**src/rtl/pea_ctrl_v2.sv**
```systemverilog
// PE-array controller: sequences ic passes, output channels and output tiles
// through FLUSH/CALC phases, issues buffer read strobes, and produces per-row
// result-valid pulses through a fixed-latency valid pipeline.
module pea_ctrl_v2 #(
    parameter int COL           = 8,
    parameter int TILE_LEN      = 16,
    parameter int CHN_WIDTH     = 4,
    parameter int CHN_OFT_WIDTH = 6,
    parameter int FMS_WIDTH     = 8,
    parameter int FLUSH_LAT     = 5,
    parameter int PVLD_LAT      = 3
) (
    input  logic                 clk,
    input  logic                 rstn,
    input  logic                 start_conv,
    input  logic [CHN_WIDTH-1:0] chi,
    input  logic [CHN_WIDTH-1:0] cho,
    input  logic                 stride,
    input  logic                 ksize,
    input  logic                 group,
    input  logic [FMS_WIDTH-1:0] ifm_size,
    input  logic                 pe_ready,
    output logic                 busy,
    output logic                 ifm_read,
    output logic                 wgt_read,
    output logic [COL-1:0]       pvalid,
    output logic                 ic_done,
    output logic                 oc_done,
    output logic                 tile_done,
    output logic                 conv_done,
    output logic                 cfg_err
);

    localparam int PCW = $clog2(TILE_LEN);
    localparam int CW  = CHN_WIDTH + CHN_OFT_WIDTH;
    localparam int FCW = $clog2(FLUSH_LAT);
    localparam int XW  = FMS_WIDTH + 2;

    localparam logic [XW-1:0]  OTC_S1  = XW'(TILE_LEN);
    localparam logic [XW-1:0]  OTC_S2  = XW'(TILE_LEN / 2);
    localparam logic [XW-1:0]  OTR_S1  = XW'(COL);
    localparam logic [XW-1:0]  OTR_S2  = XW'(COL / 2);
    localparam logic [PCW-1:0] PC_LAST = PCW'(TILE_LEN - 1);
    localparam logic [FCW-1:0] FL_LAST = FCW'(FLUSH_LAT - 1);

    typedef enum logic [1:0] {
        IDLE,
        FLUSH,
        CALC
    } state_t;

    state_t state, state_nxt;

    // latched layer configuration
    logic [CHN_WIDTH-1:0] chi_q, cho_q;
    logic                 stride_q, ksize_q, group_q;
    logic [FMS_WIDTH-1:0] ifm_q;

    // sequencing counters
    logic [FCW-1:0] flush_cnt;
    logic [PCW-1:0] pc_col;
    logic [CW-1:0]  ic_cnt, oc_cnt;
    logic [XW-1:0]  tc_cnt, tr_cnt;
    logic           busy_q;

    logic [COL-1:0] vpipe [PVLD_LAT];
    logic           pipe_any;

    logic           en, cfg_ok, accept, vld;
    logic [FMS_WIDTH-1:0] ofm;
    logic [XW-1:0]  ofm_x, ntc_last, ntr_last, rem_c, rem_r, col_lim, row_bits;
    logic [XW-1:0]  pc_x, col_idx;
    logic [CW-1:0]  ic_last_v, oc_last_v;
    logic           last_ic, last_oc, last_tc, last_tr, col_part, row_part;
    logic           ifm_cut, col_ok;
    logic [COL-1:0] row_mask;

    assign en     = pe_ready & rstn;
    assign cfg_ok = (chi != '0) && (cho != '0) && !(ksize && (ifm_size < FMS_WIDTH'(3)));

    // output map size from the latched kernel/stride/input size
    always_comb begin
        ofm = ifm_q;
        case ({ksize_q, stride_q})
            2'b00:   ofm = ifm_q;
            2'b01:   ofm = ((ifm_q - FMS_WIDTH'(1)) >> 1) + FMS_WIDTH'(1);
            2'b10:   ofm = ifm_q - FMS_WIDTH'(2);
            default: ofm = ((ifm_q - FMS_WIDTH'(3)) >> 1) + FMS_WIDTH'(1);
        endcase
    end

    // tile geometry, loop bounds and partial-tile qualifiers
    always_comb begin
        ofm_x    = XW'(ofm);
        ntc_last = stride_q ? ((ofm_x + OTC_S2 - XW'(1)) / OTC_S2) - XW'(1)
                            : ((ofm_x + OTC_S1 - XW'(1)) / OTC_S1) - XW'(1);
        ntr_last = stride_q ? ((ofm_x + OTR_S2 - XW'(1)) / OTR_S2) - XW'(1)
                            : ((ofm_x + OTR_S1 - XW'(1)) / OTR_S1) - XW'(1);
        rem_c    = stride_q ? (ofm_x % OTC_S2) : (ofm_x % OTC_S1);
        rem_r    = stride_q ? (ofm_x % OTR_S2) : (ofm_x % OTR_S1);
        // pc_col never exceeds TILE_LEN-1, so capping the limit at TILE_LEN is implicit
        col_lim  = (stride_q ? (rem_c << 1) : rem_c) + (ksize_q ? XW'(2) : XW'(0));
        row_bits = stride_q ? (rem_r << 1) : rem_r;

        ic_last_v = group_q ? '0 : ({chi_q, {CHN_OFT_WIDTH{1'b0}}} - CW'(1));
        oc_last_v = {cho_q, {CHN_OFT_WIDTH{1'b0}}} - CW'(1);
        last_ic   = (ic_cnt == ic_last_v);
        last_oc   = (oc_cnt == oc_last_v);
        last_tc   = (tc_cnt == ntc_last);
        last_tr   = (tr_cnt == ntr_last);
        col_part  = last_tc && (rem_c != '0);
        row_part  = last_tr && (rem_r != '0);

        pc_x    = XW'(pc_col);
        col_idx = stride_q ? (pc_x >> 1) : pc_x;
        ifm_cut = col_part && (pc_x >= col_lim);
        col_ok  = (!stride_q || pc_col[0]) && (!col_part || (col_idx < rem_c));

        for (int unsigned i = 0; i < COL; i++) begin
            row_mask[i] = !row_part || (XW'(i) < row_bits);
        end
    end

    // strobes and completion pulses, all qualified by en
    always_comb begin
        accept    = en && (state == IDLE) && start_conv && cfg_ok;
        cfg_err   = rstn && (state == IDLE) && start_conv && !cfg_ok;
        ic_done   = en && (state == CALC) && (pc_col == PC_LAST);
        oc_done   = ic_done && last_ic;
        tile_done = oc_done && last_oc;
        conv_done = tile_done && last_tc && last_tr;
        wgt_read  = accept || (ic_done && !conv_done)
                 || (en && (state == FLUSH) && (flush_cnt <= FCW'(1)));
        ifm_read  = accept || (en && (state == FLUSH))
                 || (en && (state == CALC) && !ifm_cut);
        vld       = en && (state == CALC) && col_ok;
        pipe_any  = 1'b0;
        for (int unsigned i = 0; i < PVLD_LAT; i++) begin
            pipe_any = pipe_any || (vpipe[i] != '0);
        end
        busy   = rstn && (busy_q || pipe_any);
        pvalid = en ? vpipe[PVLD_LAT-1] : '0;
    end

    // next-state logic
    always_comb begin
        state_nxt = state;
        case (state)
            IDLE:    if (accept) state_nxt = FLUSH;
            FLUSH:   if (en && (flush_cnt == FL_LAST)) state_nxt = CALC;
            CALC: begin
                if (conv_done)    state_nxt = IDLE;
                else if (ic_done) state_nxt = FLUSH;
            end
            default: state_nxt = IDLE;
        endcase
    end

    // state register
    always_ff @(posedge clk) begin
        if (!rstn) state <= IDLE;
        else       state <= state_nxt;
    end

    // capture the layer configuration on an accepted start
    always_ff @(posedge clk) begin
        if (!rstn) begin
            chi_q    <= '0;
            cho_q    <= '0;
            stride_q <= 1'b0;
            ksize_q  <= 1'b0;
            group_q  <= 1'b0;
            ifm_q    <= '0;
        end else if (accept) begin
            chi_q    <= chi;
            cho_q    <= cho;
            stride_q <= stride;
            ksize_q  <= ksize;
            group_q  <= group;
            ifm_q    <= ifm_size;
        end
    end

    // loop counters: ic pass innermost, then oc, tile column, tile row
    always_ff @(posedge clk) begin
        if (!rstn) begin
            flush_cnt <= '0;
            pc_col    <= '0;
            ic_cnt    <= '0;
            oc_cnt    <= '0;
            tc_cnt    <= '0;
            tr_cnt    <= '0;
            busy_q    <= 1'b0;
        end else if (en) begin
            if (accept) begin
                flush_cnt <= '0;
                pc_col    <= '0;
                ic_cnt    <= '0;
                oc_cnt    <= '0;
                tc_cnt    <= '0;
                tr_cnt    <= '0;
                busy_q    <= 1'b1;
            end
            if (state == FLUSH) begin
                flush_cnt <= (flush_cnt == FL_LAST) ? '0 : flush_cnt + FCW'(1);
            end
            if (state == CALC) begin
                // TILE_LEN is a power of two, so the increment wraps to 0 on ic_done
                pc_col <= pc_col + PCW'(1);
                if (ic_done) begin
                    ic_cnt <= last_ic ? '0 : ic_cnt + CW'(1);
                    if (last_ic) begin
                        oc_cnt <= last_oc ? '0 : oc_cnt + CW'(1);
                        if (last_oc) begin
                            tc_cnt <= last_tc ? '0 : tc_cnt + XW'(1);
                            if (last_tc) tr_cnt <= last_tr ? '0 : tr_cnt + XW'(1);
                        end
                    end
                end
                if (conv_done) busy_q <= 1'b0;
            end
        end
    end

    // valid pipeline carrying the row mask of each valid CALC cycle
    always_ff @(posedge clk) begin
        if (!rstn) begin
            for (int unsigned i = 0; i < PVLD_LAT; i++) vpipe[i] <= '0;
        end else if (en) begin
            vpipe[0] <= vld ? row_mask : '0;
            for (int unsigned i = 1; i < PVLD_LAT; i++) vpipe[i] <= vpipe[i-1];
        end
    end

endmodule

```
**config.mk**
```make
export PLATFORM = sky130hd
export DESIGN_NAME = pea_ctrl_v2
export DESIGN_NICKNAME = d
export VERILOG_FILES = /design/src/rtl/pea_ctrl_v2.sv
export SDC_FILE = /design/constraint.sdc
export NUM_CORES = 1
export LEC_CHECK = 0
export CORE_UTILIZATION = 24
export DETAILED_ROUTE_END_ITERATION = 6
export PLACE_DENSITY_LB_ADDON = 0.25
export REMOVE_ABC_BUFFERS = 1
export SYNTH_ARGS = -nofsm -noshare
export SYNTH_HDL_FRONTEND = slang
export SYNTH_SLANG_ARGS = --single-unit
export TNS_END_PERCENT = 1
```
**constraint.sdc**
```tcl
create_clock -name clk -period 5.6 [get_ports clk]
set_input_delay 0.56 -clock clk [delete_from_list [all_inputs] [get_ports clk]]
set_output_delay 0.56 -clock clk [all_outputs]
set_load 0.02 [all_outputs]
```
# == Word level (Yosys, flattened, before mapping) ==
# Memory sizes are Yosys's and may differ from the RTL's.
# Cells that the tools add are included.
# classes
eq_ne,13
reduce_logical,64
magnitude_cmp,12
div,0
shift,0
mux,54
n_mul,0
n_bitwise,4
n_addsub,23
# ops
cell,n
2-to-1 mux 10 bit,25
"adder 10 x 1 -> 10 bit, second input constant",4
== test 10 bit,4
2-to-1 mux 8 bit,5
"subtractor 9 x 1 -> 10 bit, second input constant",3
logical AND 1 bit,26
one-hot mux 8 bit (3 select lines),1
nonzero test 8 bit,3
2-to-1 mux 4 bit,5
nonzero test 10 bit,2
"subtractor 10 x 1 -> 10 bit, second input constant",2
logical OR 1 bit,17
"adder 7 x 1 -> 8 bit, second input constant",2
"less-than comparator 3 x 4 -> 1 bit, first input constant",4
"subtractor 8 x 2 -> 8 bit, second input constant",2
2-to-1 mux 3 bit,4
2-to-1 mux 2 bit,5
"adder 8 x 3 -> 9 bit, second input constant",1
"adder 8 x 4 -> 9 bit, second input constant",1
"adder 8 x 5 -> 9 bit, second input constant",1
"subtractor 8 x 1 -> 9 bit, second input constant",1
"less-than comparator 1 x 4 -> 1 bit, first input constant",2
"less-than comparator 2 x 4 -> 1 bit, first input constant",2
"less-than comparator 8 x 2 -> 1 bit, second input constant",1
other kinds (27),47
# totals
input_bits,23
ramBits,24
latch_bits,0
reg_bits,69
n_memories,1
rom_bits,0
out_inout_bits,16
wordCells,185
# mem_list
name,depth,word_bits,rd,rd_clocked_by_memory_dff,write_ports,line_no,rtl
vpipe,3,8,3,0,3,66,logic [COL-1:0] vpipe [PVLD_LAT];

# == Longest topological paths before layout ==
# depth
depth_word,15
ltp_mapped,28
ltp_nobuf,23

# == Worst setup path before layout ==
# Ideal clock, no wire load.
# synth_path
path_type,flip-flop to output port
from,register stride_q
to,output wgt_read
stages_incl_launch_ff,25
arrival_ns,5.302
required_ns,5.040
setup_slack_ns,-0.262
n_path_buf,4
cell_sequence,dfxtp_1 buf_2 clkinv_1 clkbuf_1 nor2_1 fa_1 buf_2 xnor2_1 ha_1 nand2b_1 mux2i_1 a21oi_1 a311oi_2 buf_6 a21bo_4 nand2_1 ha_1 nand4_1 a21o_1 and3_1 or4_1 o21ai_2 nor2_4 and3_1 o21ai_0
# synth_between
elab_chain_len,13
word_cells_on_any_way,23
cone_classes,add/sub (9); eq/ne (4); mux (3); reduce/logical (7)
# synth_lines
item,line_no,rtl
from (decl),56,"logic stride_q, ksize_q, group_q;"
from (signal assigned),177,stride_q <= stride;
"== test 2 bit, or another cell as far along",84,"case ({ksize_q, stride_q})"
one-hot mux 8 bit (3 select lines),84,
adder 8 x 4 -> 9 bit / adder 8 x 5 -> 9 bit (equally long branches),"95, 98, 96",
subtractor 9 x 1 -> 10 bit (on tied branches),"95, 98, 96",
subtractor 7 x 1 -> 8 bit / subtractor 6 x 1 -> 7 bit (equally long branches),"95, 98, 96",
2-to-1 mux 10 bit,95,ntc_last = stride_q ? ((ofm_x + OTC_S2 - XW'(1)) / OTC_S2) - XW'(1)
== test 10 bit,109,last_tc = (tc_cnt == ntc_last);
logical AND 1 bit,131,conv_done = tile_done && last_tc && last_tr;
logical AND 1 bit *,131,
via conv_done,30,"output logic conv_done,"
logical NOT 1 bit *,132,wgt_read = accept || (ic_done && !conv_done)
logical AND 1 bit *,132,
logical OR 1 bit *,132,
logical OR 1 bit *,133,|| (en && (state == FLUSH) && (flush_cnt <= FCW'(1)));
to (decl),25,"output logic wgt_read,"
# Mark *: on every way through the listed nets, which the timed path passes. The rest lies on a longest branch.

# == Worst setup path in the final report ==
# layout_path
from,register stride_q
to,output wgt_read
# layout_between
elab_chain_len,13
word_cells_on_any_way,23
cone_classes,add/sub (9); eq/ne (4); mux (3); reduce/logical (7)
# layout_lines
item,line_no
"== test 2 bit, or another cell as far along",84
one-hot mux 8 bit (3 select lines),84
adder 8 x 4 -> 9 bit / adder 8 x 5 -> 9 bit (equally long branches),"95, 98, 96"
subtractor 9 x 1 -> 10 bit (on tied branches),"95, 98, 96"
subtractor 7 x 1 -> 8 bit / subtractor 6 x 1 -> 7 bit (equally long branches),"95, 98, 96"
2-to-1 mux 10 bit,95
== test 10 bit,109
logical AND 1 bit,131
logical AND 1 bit *,131
logical NOT 1 bit *,132
logical AND 1 bit *,132
logical OR 1 bit *,132
logical OR 1 bit *,133
# Mark *: on every way between the ends. The rest lies on a longest branch, timed or not.

==> impl_metrics.ini <==
[critical_path]
cpMaxStageDelayCell = or4_1
rr_worst_depth = 21
max_stage_delay_ps = 560
startpoint_type = flip-flop
r2r_end = vpipe[0][1]$_SDFFCE_PN0P_
crit_path_max_fanout = 6
regToRegSetupSlack_ps = 740
cp-endpoint = wgt_read
endpoint_kind = output pin
path_class = flip-flop to output pin
required_ps = 5040
r2r-start = stride_q$_SDFFE_PN0P_
cp.arrival_ps = 4830
crit_top_cell = buf_4
worstPathCellList = clkinv_1, nor2_2, fa_1, xnor2_1, ha_2, nand2_1, mux2i_2, a21oi_2, a311oi_4, buf_4, xnor2_1, ha_1, or4_1, nand3_1, nand4_1, xor2_1, nor4_4, and3_1, o21ai_1, buf_4, buf_4
startpoint = stride_q$_SDFFE_PN0P_

[layout]
diodes = 0
mostFrequentLayoutCells = nand2_1 (106), dfxtp_1 (69), buf_4 (66)
areaGrowthSynthToFinish_pct = 22.0
nNetsFinal = 958
final_common_cell = nand2_1
drive_gt1_share_pct = 16.0
layout.cells.non_filler = 1293

[power_and_ir_drop]
power_leakage_nw = 3.24
powerDensity_mw_per_mm2 = 217
peakVddDrop_mv = 0.142

[grt]
grt_start_max_net_pins = 75
grt_pass1_wl_mm = 32.5
grt_usage_pct = 14.0
grt_pass1_vias = 6226
overflow = 0
antenna_found_initial = 0

[placement]
dp_cells = 1273
port_buffers = 38
post-dp-hpwl_mm = 14.4
place_congestion = 0.806

[clock_tree]
clk_latency_ps = 370
cts_sinks = 93
cts_buffer_depth = 2
cts-htree-levels = 3
cts_buffers = 9
cts-root-buf = clkbuf_16
path_clk_slew_ps = 90
cts_tree = built

[timing]
tns_ps = 0
finClkSkew_ps = 19.9
fin_crit_sh_pct = 96.3
min_period_ps = 5390
timing.hold.ws_ps = 486
finalSetupViolations = 0
tightest_slew_ps = 1030
fmax_mhz = 185
finalHoldViolCount = 0
rsz0062_at_grt = yes
drv_slew = 0
maxSlewHeadroom_pct = 31.4

[detailed_routing]
ant_nets = 0
detail_route.iter0.violations = 324
wl_mm = 19.7
vias = 6369
wire_per_inst_um = 15.3
dr.pass1.iters = 4
via_per_inst = 4.93
drc = 0

[yosys]
syn-mean-instance-area_um2 = 8.18
async_flop_share_pct = 0
synth_edf_count = 24
yosys_warnings = 0
ys_ff_latch = 93
synth_cell_types = 92
netlist_instances = 846
syn_area_mm2 = 0.00692
yosysSeqAreaShare_pct = 30.4
synthFlopType = dfxtp_1

[floorplanning]
dieArea_mm2 = 0.0295
initial_core_util_pct = 24.6
die_width_um = 172
fp-row-count = 61
io_pins = 39
fp.coreArea_mm2 = 0.0281
fp.dieH_um = 172

[run]
max_cap_violations = 0

[run_status]
outcome = finished, final reports clean

[hold_path]
holdCritPathClass = flip-flop to flip-flop
-- Yosys cell counts (7+ instances only) --
cell type	instances	area share (%)
ha_1	24	4.3
nor3b_1	7	0.76
inv_1	23	1.2
nor4_1	15	1.4
o31ai_1	10	1.1
and3_1	47	4.3
xor2_1	16	2.0
a21boi_0	29	3.1
nand4_1	14	1.3
dfxtp_1	69	20
edfxtp_1	24	10
nand2b_1	15	1.4
a31oi_1	12	1.1
and2_1	11	0.99
o211ai_1	7	0.76
xnor2_1	33	4.2
o21ai_0	40	2.9
nand3_1	34	2.5
a22o_1	8	1.0
buf_2	7	0.51
nor3_1	17	1.2
nor2b_1	12	1.1
or2_2	7	0.63
clkbuf_1	33	1.8
nor2_1	48	2.6
nand2_1	107	5.8
a21o_1	11	1.2
a21oi_1	36	2.6
-- area by class of cell --
cell class                      instances  area, um^2
Fill cell                            3021       19700
Inverter                               25        93.8
Clock inverter                          7        73.8
Timing Repair Buffer                  102         846
Tap cell                              378         473
Sequential cell                        93        2100
Clock buffer                            9         225
Multi-Input combinational cell        679        4620
-- cell families after synthesis --
family	count (synthesis)	synth area share [%]
AOI/OAI and AO/OA	222	23.3
xor gates and xnor gates	50	6.53
buffers and inverters	74	4.69
and+or+nand+nor	373	29.1
muxes	9	1.36
DFF	93	30.4
adders and majority gates	25	4.63
-- power breakdown --
part           switching, mW  internal [mW]  leakage [nW]
combinational          0.260          0.227          2.27
sequential            0.0121          0.703         0.824
clock                  0.314          0.318         0.148
-- worst min-delay path by stage --
stage / startpoint / to / slack [ps] / depth (start not counted)
floorplan: ic_cnt[9]$_SDFFE_PN0P_ / ic_cnt[9]$_SDFFE_PN0P_ / 450 / 1
global placement: chi_q[3]$_SDFFE_PN0P_ / chi_q[3]$_SDFFE_PN0P_ / 470 / 2
detailed placement: chi_q[3]$_SDFFE_PN0P_ / chi_q[3]$_SDFFE_PN0P_ / 470 / 2
CTS: chi_q[3]$_SDFFE_PN0P_ / chi_q[3]$_SDFFE_PN0P_ / 490 / 2
global route: busy_q$_SDFFE_PN0P_ / busy_q$_SDFFE_PN0P_ / 520 / 2
finish: chi_q[3]$_SDFFE_PN0P_ / chi_q[3]$_SDFFE_PN0P_ / 490 / 2
-- layer usage --
metal | GRT usage, % | up-vias | wire length, um | part of all wire [%]
li1 | - | 3234 | - | -
met1 | 18.0 | 3036 | 9500 | 48
met2 | 23.7 | 84 | 9380 | 48
met3 | 2.25 | 15 | 579 | 2.9
met4 | 4.46 | 0 | 284 | 1.4
met5 | 0 | - | 0 | 0
-- flip-flops by register name, indices dropped and copies added (netlist names) --
register	cells
busy_q	1
chi_q	4
cho_q	4
flush_cnt	3
group_q	1
ic_cnt	10
ifm_q	8
ksize_q	1
oc_cnt	10
pc_col	4
state	2
stride_q	1
tc_cnt	10
tr_cnt	10
vpipe	24
-- what timing repair did --
item                       4_1_cts  5_1_grt
pin swaps                        3       10
setup endpoints to repair        3        3
setup buffers                    1        3
gates resized for setup         16       25
hold buffers                     0        0
-- stage by stage --
step | power, mW | util (%) | setup slack (ps) | cell area (um^2)
final | 1.83 | 30.0 | 208 | 8440
after global placement | 1.19 | 28.5 | 3.77 | 8000
after global routing | 1.93 | 30.0 | -71.6 | 8440
after floorplan | 1.01 | - | -1320 | 6690
after CTS | 1.84 | 29.6 | 13.6 | 8320
after detailed placement | 1.19 | 28.5 | -72.6 | 8000
-- worst max-delay path: cells and delay by family (launching register included) --
family / cells / cell delay (ps)
and+or+nand+nor: 7 / 1420
adders and majority gates: 3 / 900
AOI/OAI and AO/OA: 3 / 550
buffers and inverters: 4 / 540
xor gates and xnor gates: 3 / 470
DFF: 1 / 320
muxes: 1 / 250
Power figures use the tool's default switching activity.
==> edit, RTL diff (same flow settings) <==
`CHN_WIDTH`: 4 -> 6.
--- a/src/rtl/pea_ctrl_v2.sv
+++ b/src/rtl/pea_ctrl_v2.sv
@@ -5,5 +5,5 @@
     parameter int COL           = 8,
     parameter int TILE_LEN      = 16,
-    parameter int CHN_WIDTH     = 4,
+    parameter int CHN_WIDTH     = 6,
     parameter int CHN_OFT_WIDTH = 6,
     parameter int FMS_WIDTH     = 8,
Interface: changed (resized chi and cho); port bits go from 39 to 43. The function was not compared with the original's and may differ.
==> edit against the original RTL <==
The flow now finishes with violations (design-rule violations). Final area is 7.7% higher. Worst setup slack better by 0.13 ns. Total power is 4.6% higher. Critical path type unchanged. Die area is 8.7% higher. Largest power group unchanged. Maximum frequency is 2.5% higher. Sequential power is 8.4% higher. Synthesized area is 8.8% higher. Routed wire length is 3.8% higher. Sequential cell count is 8 higher.
==> edit: results (changes against the original RTL) <==
GRT
- 17.6% — M1 GR Usage, was 18.0%
- 2.21% — M3 GR Usage, was 2.25%
- 22.1% — met2 Use GR, was 23.7%
- 13.2% — Total Routing Usage GR, was 14.0%
- 6492 — via count of the first global-routing pass, was 6226

Route
- 20500 µm — sum of routed wire length over all layers, was 19700 µm
- 6775 — via count of the routed design, was 6369
- 10000 µm — metal1 wirelength, was 9500 µm
- 306 — number of DRC markers in iteration 0, was 324
- 2 — remaining design rule violation count, was 0
- 6 — detailed-router iteration count before antenna repair, was 4

Placed design
- 8600 µm² — placed cell area, was 8000 µm²
- 14800 µm — dpl hpwl, was 14400 µm
- 42 — port bufs, was 38
- 0.0296 ns — Post-Place Setup Slack, was -0.0726 ns

Status
- design-rule violations — violations in the final reports
- complete, but fails checks — run status, was complete, no violations

Final layout
- 3326 — final-layout fill cell count, was 3021

Synth
- 99 — number of distinct library cell variants in the gate-level netlist after synthesis, was 92
- 30.1% — part of the Yosys area used for sequential elements, was 30.4%
- dfxtp_1 20%, edfxtp_1 9.6%, nand2_1 5.0% — Area contributors post-synth, was dfxtp_1 20%, edfxtp_1 10%, nand2_1 5.8%
- 902 — synthesized instance count, was 846

STA
- 26.9% — headroom to the max-slew limit, was 31.4%
- 190 MHz — Max Freq, was 185 MHz

Power
- 3.37 nW — static leakage, was 3.24 nW
- 122 µV — largest voltage drop on the vdd net, was 142 µV

Setup path
- 0.72 ns — reg2reg setup slack, was 0.74 ns
- 0.64 ns — delay of the slowest cell on the worst path, was 0.56 ns
- vpipe[0][3] — Worst R2R End, was vpipe[0][1]
- fa_2 — cell at the slowest stage of the critical path, was or4_1

Clock tree
- 12 — count of instances resized after the clock tree is built, was 16
- 0.07 ns — Clock transition at path regs, was 0.09 ns
- 0 — Post-CTS Setup Bufs, was 1

[edit: cell count changes in the layout (fill, tap and decap cells not counted), moves of 6 or more]
cell and change:
a21boi_0 +14, o21ai_0 -7, or3b_2 +6, nand3_1 -7, a21oi_1 -7, dfxtp_1 +7
buf_4 -8, nor2_1 +14, or3_1 +6, nand2b_1 -8
[edit: power by group through the flow]
stage                     Sequential, W  Clock [W]  Combinational (W)
after detailed placement       0.000792          0           0.000480
after CTS                      0.000775   0.000653           0.000485
final                          0.000775   0.000623           0.000519
after floorplan                0.000792          0           0.000313
after global placement         0.000792          0           0.000483
after global routing           0.000778   0.000678           0.000572
[edit: cell type report]
| cell class | instances | area [µm²] | share of cell area [%] |
|---|---|---|---|
| timing repair buffer | 100 | 842 | 9.27 |
| clock buffer | 10 | 229 | 2.52 |
| clock inverter | 6 | 56.3 | 0.620 |
| multi-input combinational | 718 | 5100 | 56.2 |
| inverter | 26 | 97.6 | 1.07 |
| sequential | 101 | 2260 | 24.9 |
| tap | 396 | 495 | 5.45 |
[edit: worst min path at each step]
stage | from | endpoint | slack, ns
6_report | busy_q | busy_q | 0.47
3_5_place_dp | busy_q | busy_q | 0.46
3_3_place_gp | busy_q | busy_q | 0.46
2_1_floorplan | busy_q | busy_q | 0.44
5_1_grt | busy_q | busy_q | 0.52
4_1_cts | busy_q | busy_q | 0.47
[edit: kinds of logic (layout without fill, tap and decap cells)]
logic type	count (synthesis)	in the layout	share of synthesized area (%)
AOI/OAI and AO/OA	226	226	22.6
xor gates and xnor gates	55	55	7.18
adders and majority gates	26	26	4.42
buffers and inverters	83	142	4.59
DFF	101	101	30.1
muxes	16	16	2.26
and+or+nand+nor	395	395	28.9
